===== config.mk =====
export PLATFORM = sky130hd
export DESIGN_NAME = axis_coincidence_reader
export DESIGN_NICKNAME = d
export VERILOG_FILES = /design/src/rtl/axis_coincidence_pkg.sv /design/src/rtl/axis_coincidence_mult.sv /design/src/rtl/axis_coincidence_reader.sv
export SDC_FILE = /design/constraint.sdc
export NUM_CORES = 1
export LEC_CHECK = 0
export CORE_ASPECT_RATIO = 1.4
export CORE_MARGIN = 2
export CORE_UTILIZATION = 35
export CTS_BUF_LIST = sky130_fd_sc_hd__clkbuf_16
export DETAILED_ROUTE_END_ITERATION = 6
export GPL_ROUTABILITY_DRIVEN = 0
export MAX_ROUTING_LAYER = met4
export PLACE_DENSITY = 0.58
export SLEW_MARGIN = 20
export SYNTH_ARGS = -nofsm -noshare
export SYNTH_HDL_FRONTEND = slang
export SYNTH_SLANG_ARGS = --single-unit
export TNS_END_PERCENT = 30

===== constraint.sdc =====
create_clock -name aclk -period 6 [get_ports aclk]
set_input_delay 1.2 -clock aclk [delete_from_list [all_inputs] [get_ports aclk]]
set_output_delay 1.2 -clock aclk [all_outputs]
set_load 0.005 [all_outputs]

===== src/rtl/axis_coincidence_pkg.sv =====
// Shared definitions for the coincidence reader: FSM state encoding,
// status-counter width and a constant-evaluable ceil(log2) helper.
package axis_coincidence_pkg;

   localparam int STS_WIDTH = 32;

   typedef enum logic [2:0] {
      ST_IDLE    = 3'd0,
      ST_WINDOW  = 3'd1,
      ST_REDUCE  = 3'd2,
      ST_SUM     = 3'd3,
      ST_DECIDE  = 3'd4,
      ST_SEND    = 3'd5,
      ST_HOLDOFF = 3'd6
   } state_t;

   function automatic int clog2(input int value);
      int result;
      result = 0;
      while ((1 << result) < value) begin
         result = result + 1;
      end
      return result;
   endfunction

endpackage


===== src/rtl/axis_coincidence_mult.sv =====
// Group multiplicity pipeline: registered per-group OR of the hit mask,
// then a registered popcount of the group flags.
module axis_coincidence_mult
   import axis_coincidence_pkg::*;
#(
   parameter int DET_WIDTH   = 64,
   parameter int GROUP_WIDTH = 16,
   localparam int NGROUPS    = DET_WIDTH / GROUP_WIDTH,
   localparam int SUM_WIDTH  = clog2(NGROUPS + 1)
) (
   input  logic                 aclk,
   input  logic                 aresetn,
   input  logic                 reduce_en,
   input  logic [DET_WIDTH-1:0] mask,
   input  logic                 sum_en,
   output logic [SUM_WIDTH-1:0] sum
);

   logic [NGROUPS-1:0]   grp;
   logic [NGROUPS-1:0]   grp_next;
   logic [SUM_WIDTH-1:0] sum_next;

   always_comb begin
      grp_next = '0;
      for (int g = 0; g < NGROUPS; g++) begin
         grp_next[g] = |mask[g*GROUP_WIDTH +: GROUP_WIDTH];
      end
   end

   // SUM_WIDTH holds NGROUPS exactly, so the running total cannot wrap.
   always_comb begin
      sum_next = '0;
      for (int g = 0; g < NGROUPS; g++) begin
         sum_next = sum_next + SUM_WIDTH'(grp[g]);
      end
   end

   always_ff @(posedge aclk or negedge aresetn) begin
      if (!aresetn) begin
         grp <= '0;
         sum <= '0;
      end else begin
         if (reduce_en) begin
            grp <= grp_next;
         end
         if (sum_en) begin
            sum <= sum_next;
         end
      end
   end

endmodule


===== src/rtl/axis_coincidence_reader.sv =====
// Detector coincidence reader: synchronises hit lines, accumulates a hit
// window, checks group multiplicity and emits {timestamp, mask} on AXI4-Stream.
module axis_coincidence_reader
   import axis_coincidence_pkg::*;
#(
   parameter int DET_WIDTH   = 64,
   parameter int GROUP_WIDTH = 16,
   parameter int TIME_WIDTH  = 64,
   parameter int CNTR_WIDTH  = 8,
   localparam int NGROUPS    = DET_WIDTH / GROUP_WIDTH,
   localparam int SUM_WIDTH  = clog2(NGROUPS + 1)
) (
   input  logic                            aclk,
   input  logic                            aresetn,
   input  logic [DET_WIDTH-1:0]            det_data,
   input  logic [CNTR_WIDTH-1:0]           cfg_window,
   input  logic [SUM_WIDTH-1:0]            cfg_mult,
   input  logic [CNTR_WIDTH-1:0]           cfg_holdoff,
   output logic [TIME_WIDTH+DET_WIDTH-1:0] m_axis_tdata,
   output logic                            m_axis_tvalid,
   input  logic                            m_axis_tready,
   output logic [STS_WIDTH-1:0]            sts_accepted,
   output logic [STS_WIDTH-1:0]            sts_lost
);

   logic [DET_WIDTH-1:0]  cdc_sync [4];
   logic [DET_WIDTH-1:0]  s;
   logic [DET_WIDTH-1:0]  s_prev;
   logic [TIME_WIDTH-1:0] time_cnt;

   state_t                state;
   state_t                state_next;
   logic [CNTR_WIDTH-1:0] cntr;
   logic [CNTR_WIDTH-1:0] cntr_next;
   logic [DET_WIDTH-1:0]  mask;
   logic [DET_WIDTH-1:0]  mask_next;
   logic [TIME_WIDTH-1:0] ts;
   logic [TIME_WIDTH-1:0] ts_next;
   logic [CNTR_WIDTH-1:0] win_len;
   logic [CNTR_WIDTH-1:0] win_len_next;
   logic [SUM_WIDTH-1:0]  mult_min;
   logic [SUM_WIDTH-1:0]  mult_min_next;
   logic [CNTR_WIDTH-1:0] hold_len;
   logic [CNTR_WIDTH-1:0] hold_len_next;
   logic                  tvalid;
   logic                  tvalid_next;

   logic                  reduce_en;
   logic                  sum_en;
   logic [SUM_WIDTH-1:0]  sum;
   logic                  accept;
   logic                  onset;
   logic                  lose;

   // Four-stage synchroniser equivalent to xpm_cdc_array_single; left unreset
   // so the hit lines never see a reset-to-data path.
   always_ff @(posedge aclk) begin
      cdc_sync[0] <= det_data;
      for (int i = 1; i < 4; i++) begin
         cdc_sync[i] <= cdc_sync[i-1];
      end
   end

   assign s = cdc_sync[3];

   always_ff @(posedge aclk or negedge aresetn) begin
      if (!aresetn) begin
         s_prev   <= '0;
         time_cnt <= '0;
      end else begin
         s_prev   <= s;
         time_cnt <= time_cnt + TIME_WIDTH'(1);
      end
   end

   axis_coincidence_mult #(
      .DET_WIDTH   (DET_WIDTH),
      .GROUP_WIDTH (GROUP_WIDTH)
   ) u_mult (
      .aclk      (aclk),
      .aresetn   (aresetn),
      .reduce_en (reduce_en),
      .mask      (mask),
      .sum_en    (sum_en),
      .sum       (sum)
   );

   always_ff @(posedge aclk or negedge aresetn) begin
      if (!aresetn) begin
         state    <= ST_IDLE;
         cntr     <= '0;
         mask     <= '0;
         ts       <= '0;
         win_len  <= '0;
         mult_min <= '0;
         hold_len <= '0;
         tvalid   <= 1'b0;
      end else begin
         state    <= state_next;
         cntr     <= cntr_next;
         mask     <= mask_next;
         ts       <= ts_next;
         win_len  <= win_len_next;
         mult_min <= mult_min_next;
         hold_len <= hold_len_next;
         tvalid   <= tvalid_next;
      end
   end

   // Config is sampled only on the IDLE->WINDOW transition so the event in
   // flight is immune to later cfg_* changes.
   always_comb begin
      state_next    = state;
      cntr_next     = cntr;
      mask_next     = mask;
      ts_next       = ts;
      win_len_next  = win_len;
      mult_min_next = mult_min;
      hold_len_next = hold_len;
      tvalid_next   = tvalid;
      reduce_en     = 1'b0;
      sum_en        = 1'b0;
      accept        = 1'b0;

      case (state)
         ST_IDLE: begin
            mask_next = s;
            cntr_next = '0;
            if (|s) begin
               ts_next       = time_cnt;
               win_len_next  = cfg_window;
               mult_min_next = cfg_mult;
               hold_len_next = cfg_holdoff;
               state_next    = ST_WINDOW;
            end
         end
         ST_WINDOW: begin
            mask_next = mask | s;
            cntr_next = cntr + CNTR_WIDTH'(1);
            if (cntr >= win_len) begin
               state_next = ST_REDUCE;
            end
         end
         ST_REDUCE: begin
            reduce_en  = 1'b1;
            state_next = ST_SUM;
         end
         ST_SUM: begin
            sum_en     = 1'b1;
            state_next = ST_DECIDE;
         end
         ST_DECIDE: begin
            if (sum >= mult_min) begin
               tvalid_next = 1'b1;
               state_next  = ST_SEND;
            end else begin
               state_next = ST_IDLE;
            end
         end
         ST_SEND: begin
            if (tvalid && m_axis_tready) begin
               tvalid_next = 1'b0;
               accept      = 1'b1;
               if (hold_len != '0) begin
                  cntr_next  = CNTR_WIDTH'(1);
                  state_next = ST_HOLDOFF;
               end else begin
                  state_next = ST_IDLE;
               end
            end
         end
         ST_HOLDOFF: begin
            cntr_next = cntr + CNTR_WIDTH'(1);
            if (cntr >= hold_len) begin
               state_next = ST_IDLE;
            end
         end
         default: begin
            state_next = ST_IDLE;
         end
      endcase
   end

   assign onset = (|s) & ~(|s_prev);
   assign lose  = onset && ((state == ST_SEND) || (state == ST_HOLDOFF));

   always_ff @(posedge aclk or negedge aresetn) begin
      if (!aresetn) begin
         sts_accepted <= '0;
         sts_lost     <= '0;
      end else begin
         if (accept && (sts_accepted != '1)) begin
            sts_accepted <= sts_accepted + STS_WIDTH'(1);
         end
         if (lose && (sts_lost != '1)) begin
            sts_lost <= sts_lost + STS_WIDTH'(1);
         end
      end
   end

   assign m_axis_tdata  = {ts, mask};
   assign m_axis_tvalid = tvalid;

endmodule


; Yosys cells after proc, flatten, opt, wreduce, memory -nomap -nowiden
; Memory sizes are Yosys's and may differ from the RTL's.
; Index checks and enable logic that the tools add are counted.
[totals]
register_bits = 358
ram_bits = 256
input_bits = 86
out_inout_bits = 193
word_cells = 81
n_memories = 1
[op_classes]
n_addsub = 7
magnitude_cmp = 3
eq_ne = 14
mux = 18
n_bitwise = 3
reduce_logical = 21
[memory_table]
columns = name, words, width, read_ports, rd_clocked_by_memory_dff, write_ports, line_no
row1 = cdc_sync, 4, 64, 4, 0, 4, axis_coincidence_reader.sv:26  ; logic [DET_WIDTH-1:0] cdc_sync [4];
[op_table]
columns = operator, count
row1 = 64-bit case mux with 2 select lines, 1
row2 = 64-bit OR reduction, 2
row3 = "32-bit by 1-bit adder with 32-bit output, second input constant", 2
row4 = "64-bit by 1-bit adder with 64-bit output, second input constant", 1
row5 = "32-bit != test, second input constant", 2
row6 = 64-bit bitwise OR, 1
row7 = 16-bit OR reduction, 4
row8 = 8-bit case mux with 3 select lines, 1
row9 = 3-bit case mux with 7 select lines, 1
row10 = 3-bit two-way mux, 6
row11 = 8-bit greater-or-equal comparator, 2
row12 = 8-bit two-way mux, 2
row13 = "2-bit != test, second input constant", 6
row14 = "3-bit == test, second input constant", 3
row15 = "8-bit by 1-bit adder with 8-bit output, second input constant", 1
row16 = 8-bit nonzero test, 1
row17 = 3-bit by 1-bit adder with 3-bit output, 2
row18 = "3-bit by 2-bit == test with 1-bit output, second input constant", 2
row19 = 1-bit two-way mux, 6
row20 = 3-bit AND reduction, 2
row21 = 1-bit logical AND, 4
row22 = 4-bit AND reduction, 1
row23 = 2-bit nonzero test, 2
row24 = "3-bit by 1-bit == test with 1-bit output, second input constant", 1
row25 = other kinds (10), 10

; Longest topological paths before layout
[logic_depth]
ltp_word = 5
depth_mapped = 10
ltp_nobuf = 9

; Cells and area by module
; From an unflattened synthesis, not the netlist that was laid out.
[unflattened]
cells_unflattened = 1416
area_unflattened_um2 = 19608.8
[by_module_without_submodules]
columns = module, instances, cells_each, area_each_um2, seq_area_each_um2
row1 = axis_coincidence_reader, 1, 1370, 19125.8, 13908.3
row2 = axis_coincidence_mult, 1, 46, 483.0, 175.2

; Worst setup path before layout
; No wires, ideal clock.
[synth_path]
path_kind = input port to flip-flop
from = input port m_axis_tready
to = register sts_accepted[28]
setup_time_ps = 79
arrival_ps = 2327
required_time_ps = 5921
path_slack_ps = 3593
path_stages = 6
n_path_buf = 0
cell_sequence = nand3_1 > nor2_1 > nand2_1 > nor4_1 > and3_1 > xor2_1
[synth_via]
elab_chain_len = 4
[synth_lines]
columns = element, line_no
row1 = start: declaration, axis_coincidence_reader.sv:21  ; input logic m_axis_tready,
row2 = 1-bit logical AND, axis_coincidence_reader.sv:161  ; if (tvalid && m_axis_tready) begin
row3 = 1-bit two-way mux, axis_coincidence_reader.sv:161
row4 = 1-bit two-way mux, axis_coincidence_reader.sv:125  ; case (state)
row5 = 1-bit logical AND, axis_coincidence_reader.sv:192  ; if (accept && (sts_accepted != '1)) begin
row6 = end signal: assignment, axis_coincidence_reader.sv:193  ; sts_accepted <= sts_accepted + STS_WIDTH'(1);
row7 = end: declaration, axis_coincidence_reader.sv:22  ; output logic [STS_WIDTH-1:0] sts_accepted,
; No other way between the ends.
; A chain may end at the register's enable or synchronous reset.

; Worst setup path in the final report
[layout_path]
from = register state[2]
to = register ts[32]
[layout_via]
elab_chain_len = 2
[layout_lines]
columns = element, line_no
row1 = start: declaration, axis_coincidence_reader.sv:31  ; state_t state;
row2 = start signal: assignment, axis_coincidence_reader.sv:99  ; state <= state_next;
row3 = 3-bit logical NOT, axis_coincidence_reader.sv:125
row4 = 2-bit AND reduction (no source line), --
row5 = end signal: assignment, axis_coincidence_reader.sv:102  ; ts <= ts_next;
row6 = end: declaration, axis_coincidence_reader.sv:37  ; logic [TIME_WIDTH-1:0] ts;
; No other way between the ends.

==> results.toml <==
[final_layout]
design_area_sq_mm = 0.0252
n_fill_cell = 4938
layout-drive-gt1-share_pct = 9.19
multi_input_area_sq_mm = 0.00527
syn_to_final_growth_pct = 28.7
final_nets = 1827
seqCellArea_sq_mm = 0.0141

[timing]
layout_min_cycle_time_ns = 2.98
final_hold_viol_count = 0
period_share_pct = 49.6
setup_ws_ns = 3.02
setup_violations = 0
clock.fmax_mhz = 336
tns_ns = 0
worstMarginPinSlew_ns = 0.871
max_slew_margin_pct = 41.9
rsz0062_at_grt = "false"
maxSlewViolCount = 0
finClkSkew_ns = 0.0121

[yosys]
yosysMostFrequentCell = "dfrtp_1"
synth_nets = 1518
seq_area_frac_synth_pct = 71.9
netlist_area_sq_mm = 0.0196
synth_edf_count = 0
syn_avg_cell_area_sq_um = 13.9
postSynthCellCount = 1406
synth_top_flop_cell = "dfrtp_1"
yosysWarnings = 0
synthTopCellsByCount = "dfrtp_1 (358), dfxtp_1 (256), xnor2_1 (90)"
yosysUniqueCellTypes = 49
yosysTopAreaCell = "dfrtp_1"
synth-seq-cells = 614
synth_top_area_share_pct = 45.8
yosys-top-cells-area = "dfrtp_1 (46%), dfxtp_1 (26%), xnor2_1 (4.0%)"
async_flop_share_pct = 58.3

[clock_network]
insertion_delay_ns = 0.60
cts_num_sinks = 614
cts-resized-gates = 0
clock_path_buffers = 3
numCtsBuffers = 57
cts_hold_buffers = 0
cts_setup_buffers = 0
cts-root-buf = "clkbuf_16"
cts_tree = "done"
h-tree-depth = 2
clk_pin_slew_ns = 0.06

[worst_setup_path]
worstPathMaxFanout = 98
crit_type = "reg -> reg"
reg2regPathDepth = 5
critPathRequiredTime_ns = 6.48
cp-end-kind = "flop"
r2r_start = "state[2]"
timing.rr.end = "ts[32]"
cp.arrival_ns = 3.46
worstSetupStartpointType = "flop"
regToRegSetupSlack_ns = 3.02

[floorplanning]
placementRows = 102
die_h_microns = 284
core_sq_mm = 0.0553
die_w_microns = 204
design.die.area_sq_mm = 0.0579
pin_count = 279
initial_core_util_pct = 35.4

[hold_path]
holdPathEnd = "cdc_sync[1][6]"
holdCritPathClass = "reg -> reg"
worstHoldPathCells = 0
hp-start = "cdc_sync[0][6]"

[detailed_routing]
drt_iter0_drc = 495
via_per_inst = 4.68
wire_per_inst_microns = 17.3
drc = 0
dr_total_vias = 11667
firstDrtPassIters = 4
ant_nets = 0
drt_wl_total_mm = 43.2

[global_route]
overflow = 0
grt_first_pass_wirelength_mm = 69.1
grt_max_degree = 131
grtUsageTotal_pct = 15.6
grt_pass1_vias = 12038
antenna_found_initial = 2

[job]
maxCapViolCount = 0

[run_status]
outcome = "finished clean"

[pwr]
vdd_drop_max_v = 0.000326
leakagePower_uw = 0.0110
p_per_area_mw_per_mm2 = 417

[placement]
hpwl_mm = 30.3
dpl_cell_area_sq_mm = 0.0232
port_buffers = 278
dpl_worst_slack_ns = 2.64
per-stage QoR:
step / utilization, % / total power, uW / hold WS (ns) / std cells
finish: 45.6 / 10500 / 0.322 / 2493
global route: 45.6 / 11100 / 0.329 / 2493
CTS: 45.5 / 10700 / 0.319 / 2490
detailed placement: 42.1 / 6940 / 0.312 / 2383
global placement: 42.0 / 6900 / 0.310 / 2383
floorplan: - / 5890 / 0.310 / 1406
cell families after synthesis:
kind of cell | Yosys count | share of synthesized area, %
mux | 72 | 4.14
simple gates | 382 | 10.7
flops | 614 | 71.9
compound gates | 124 | 4.61
fa+ha+maj | 26 | 1.70
xor+xnor | 125 | 5.59
buf+inv | 63 | 1.27
layer usage:
layer / global-route usage [%] / up-vias / share of wire, %
li1: - / 5540 / -
met1: 18.7 / 5783 / 42
met2: 26.1 / 266 / 50
met3: 3.10 / 78 / 4.7
met4: 5.35 / 0 / 2.9
met5: - / - / 0
report_power, final:
part / switching (uW) / leakage, uW / internal [uW]
Sequential: 419 / 0.00673 / 4580
Clock: 1550 / 0.000985 / 2120
Combinational: 853 / 0.00326 / 983
Total: 2820 / 0.0110 / 7680
critical path: stages, from the launching register on:
cell,delay (ns)
dfrtp_1,0.57
or3_2,0.56
buf_4,0.36
nor2_4,0.18
buf_6,0.60
mux2_2,0.41
how the worst max path moves through the flow:
stage | startpoint | endpoint | slack (ns) | cells past startpoint
4_1_cts | cdc_sync[3][45] | ts[21] | 2.91 | 6
2_1_floorplan | m_axis_tready | sts_accepted[28] | 3.59 | 6
3_5_place_dp | m_axis_tready | sts_accepted[28] | 2.64 | 7
5_1_grt | state[2] | ts[32] | 2.82 | 5
6_report | state[2] | ts[32] | 3.02 | 5
3_3_place_gp | cdc_sync[3][45] | ts[7] | 2.38 | 6
layout make-up:
type                            instances  share of cell area (%)
Clock buffer                           58                    5.76
Clock inverter                         49                    1.89
Inverter                               24                   0.358
Antenna cell                            2                  0.0199
Tap cell                              728                    3.62
Multi-Input combinational cell        729                    20.9
Timing Repair Buffer                  289                    11.5
Sequential cell                       614                    55.9
placed cells by master (no fill, tap or decap), types with 3 or more instances in the layout:
cell type / count
nand4_1: 46
buf_4: 8
bufinv_16: 8
inv_6: 3
a22o_1: 64
mux2_1: 25
clkinv_4: 4
inv_1: 33
and4b_1: 3
clkinv_2: 9
clkdlybuf4s50_1: 277
and3_1: 32
a21o_1: 8
and2_1: 11
clkbuf_16: 58
nor4_1: 49
o21ai_0: 31
xnor2_1: 90
mux2_2: 47
and4_1: 9
clkinv_1: 13
and4_4: 3
a21oi_1: 12
nand2b_1: 9
nand2_1: 81
ha_1: 25
nor3_1: 13
nor2_1: 45
xor2_1: 35
dfxtp_1: 256
nand3_1: 61
nor4_2: 4
dfrtp_1: 358
sequential cells by signal, indices dropped and copies added (netlist names):
| register | cells |
|---|---|
| mask | 64 |
| win_len | 8 |
| mult_min | 3 |
| sts_accepted | 32 |
| cntr | 8 |
| m_axis_tvalid | 1 |
| state | 3 |
| u_mult.sum | 3 |
| cdc_sync | 256 |
| s_prev | 64 |
| hold_len | 8 |
| sts_lost | 32 |
| ts | 64 |
| u_mult.grp | 4 |
| time_cnt | 64 |
(Power assumes the default switching activity.)
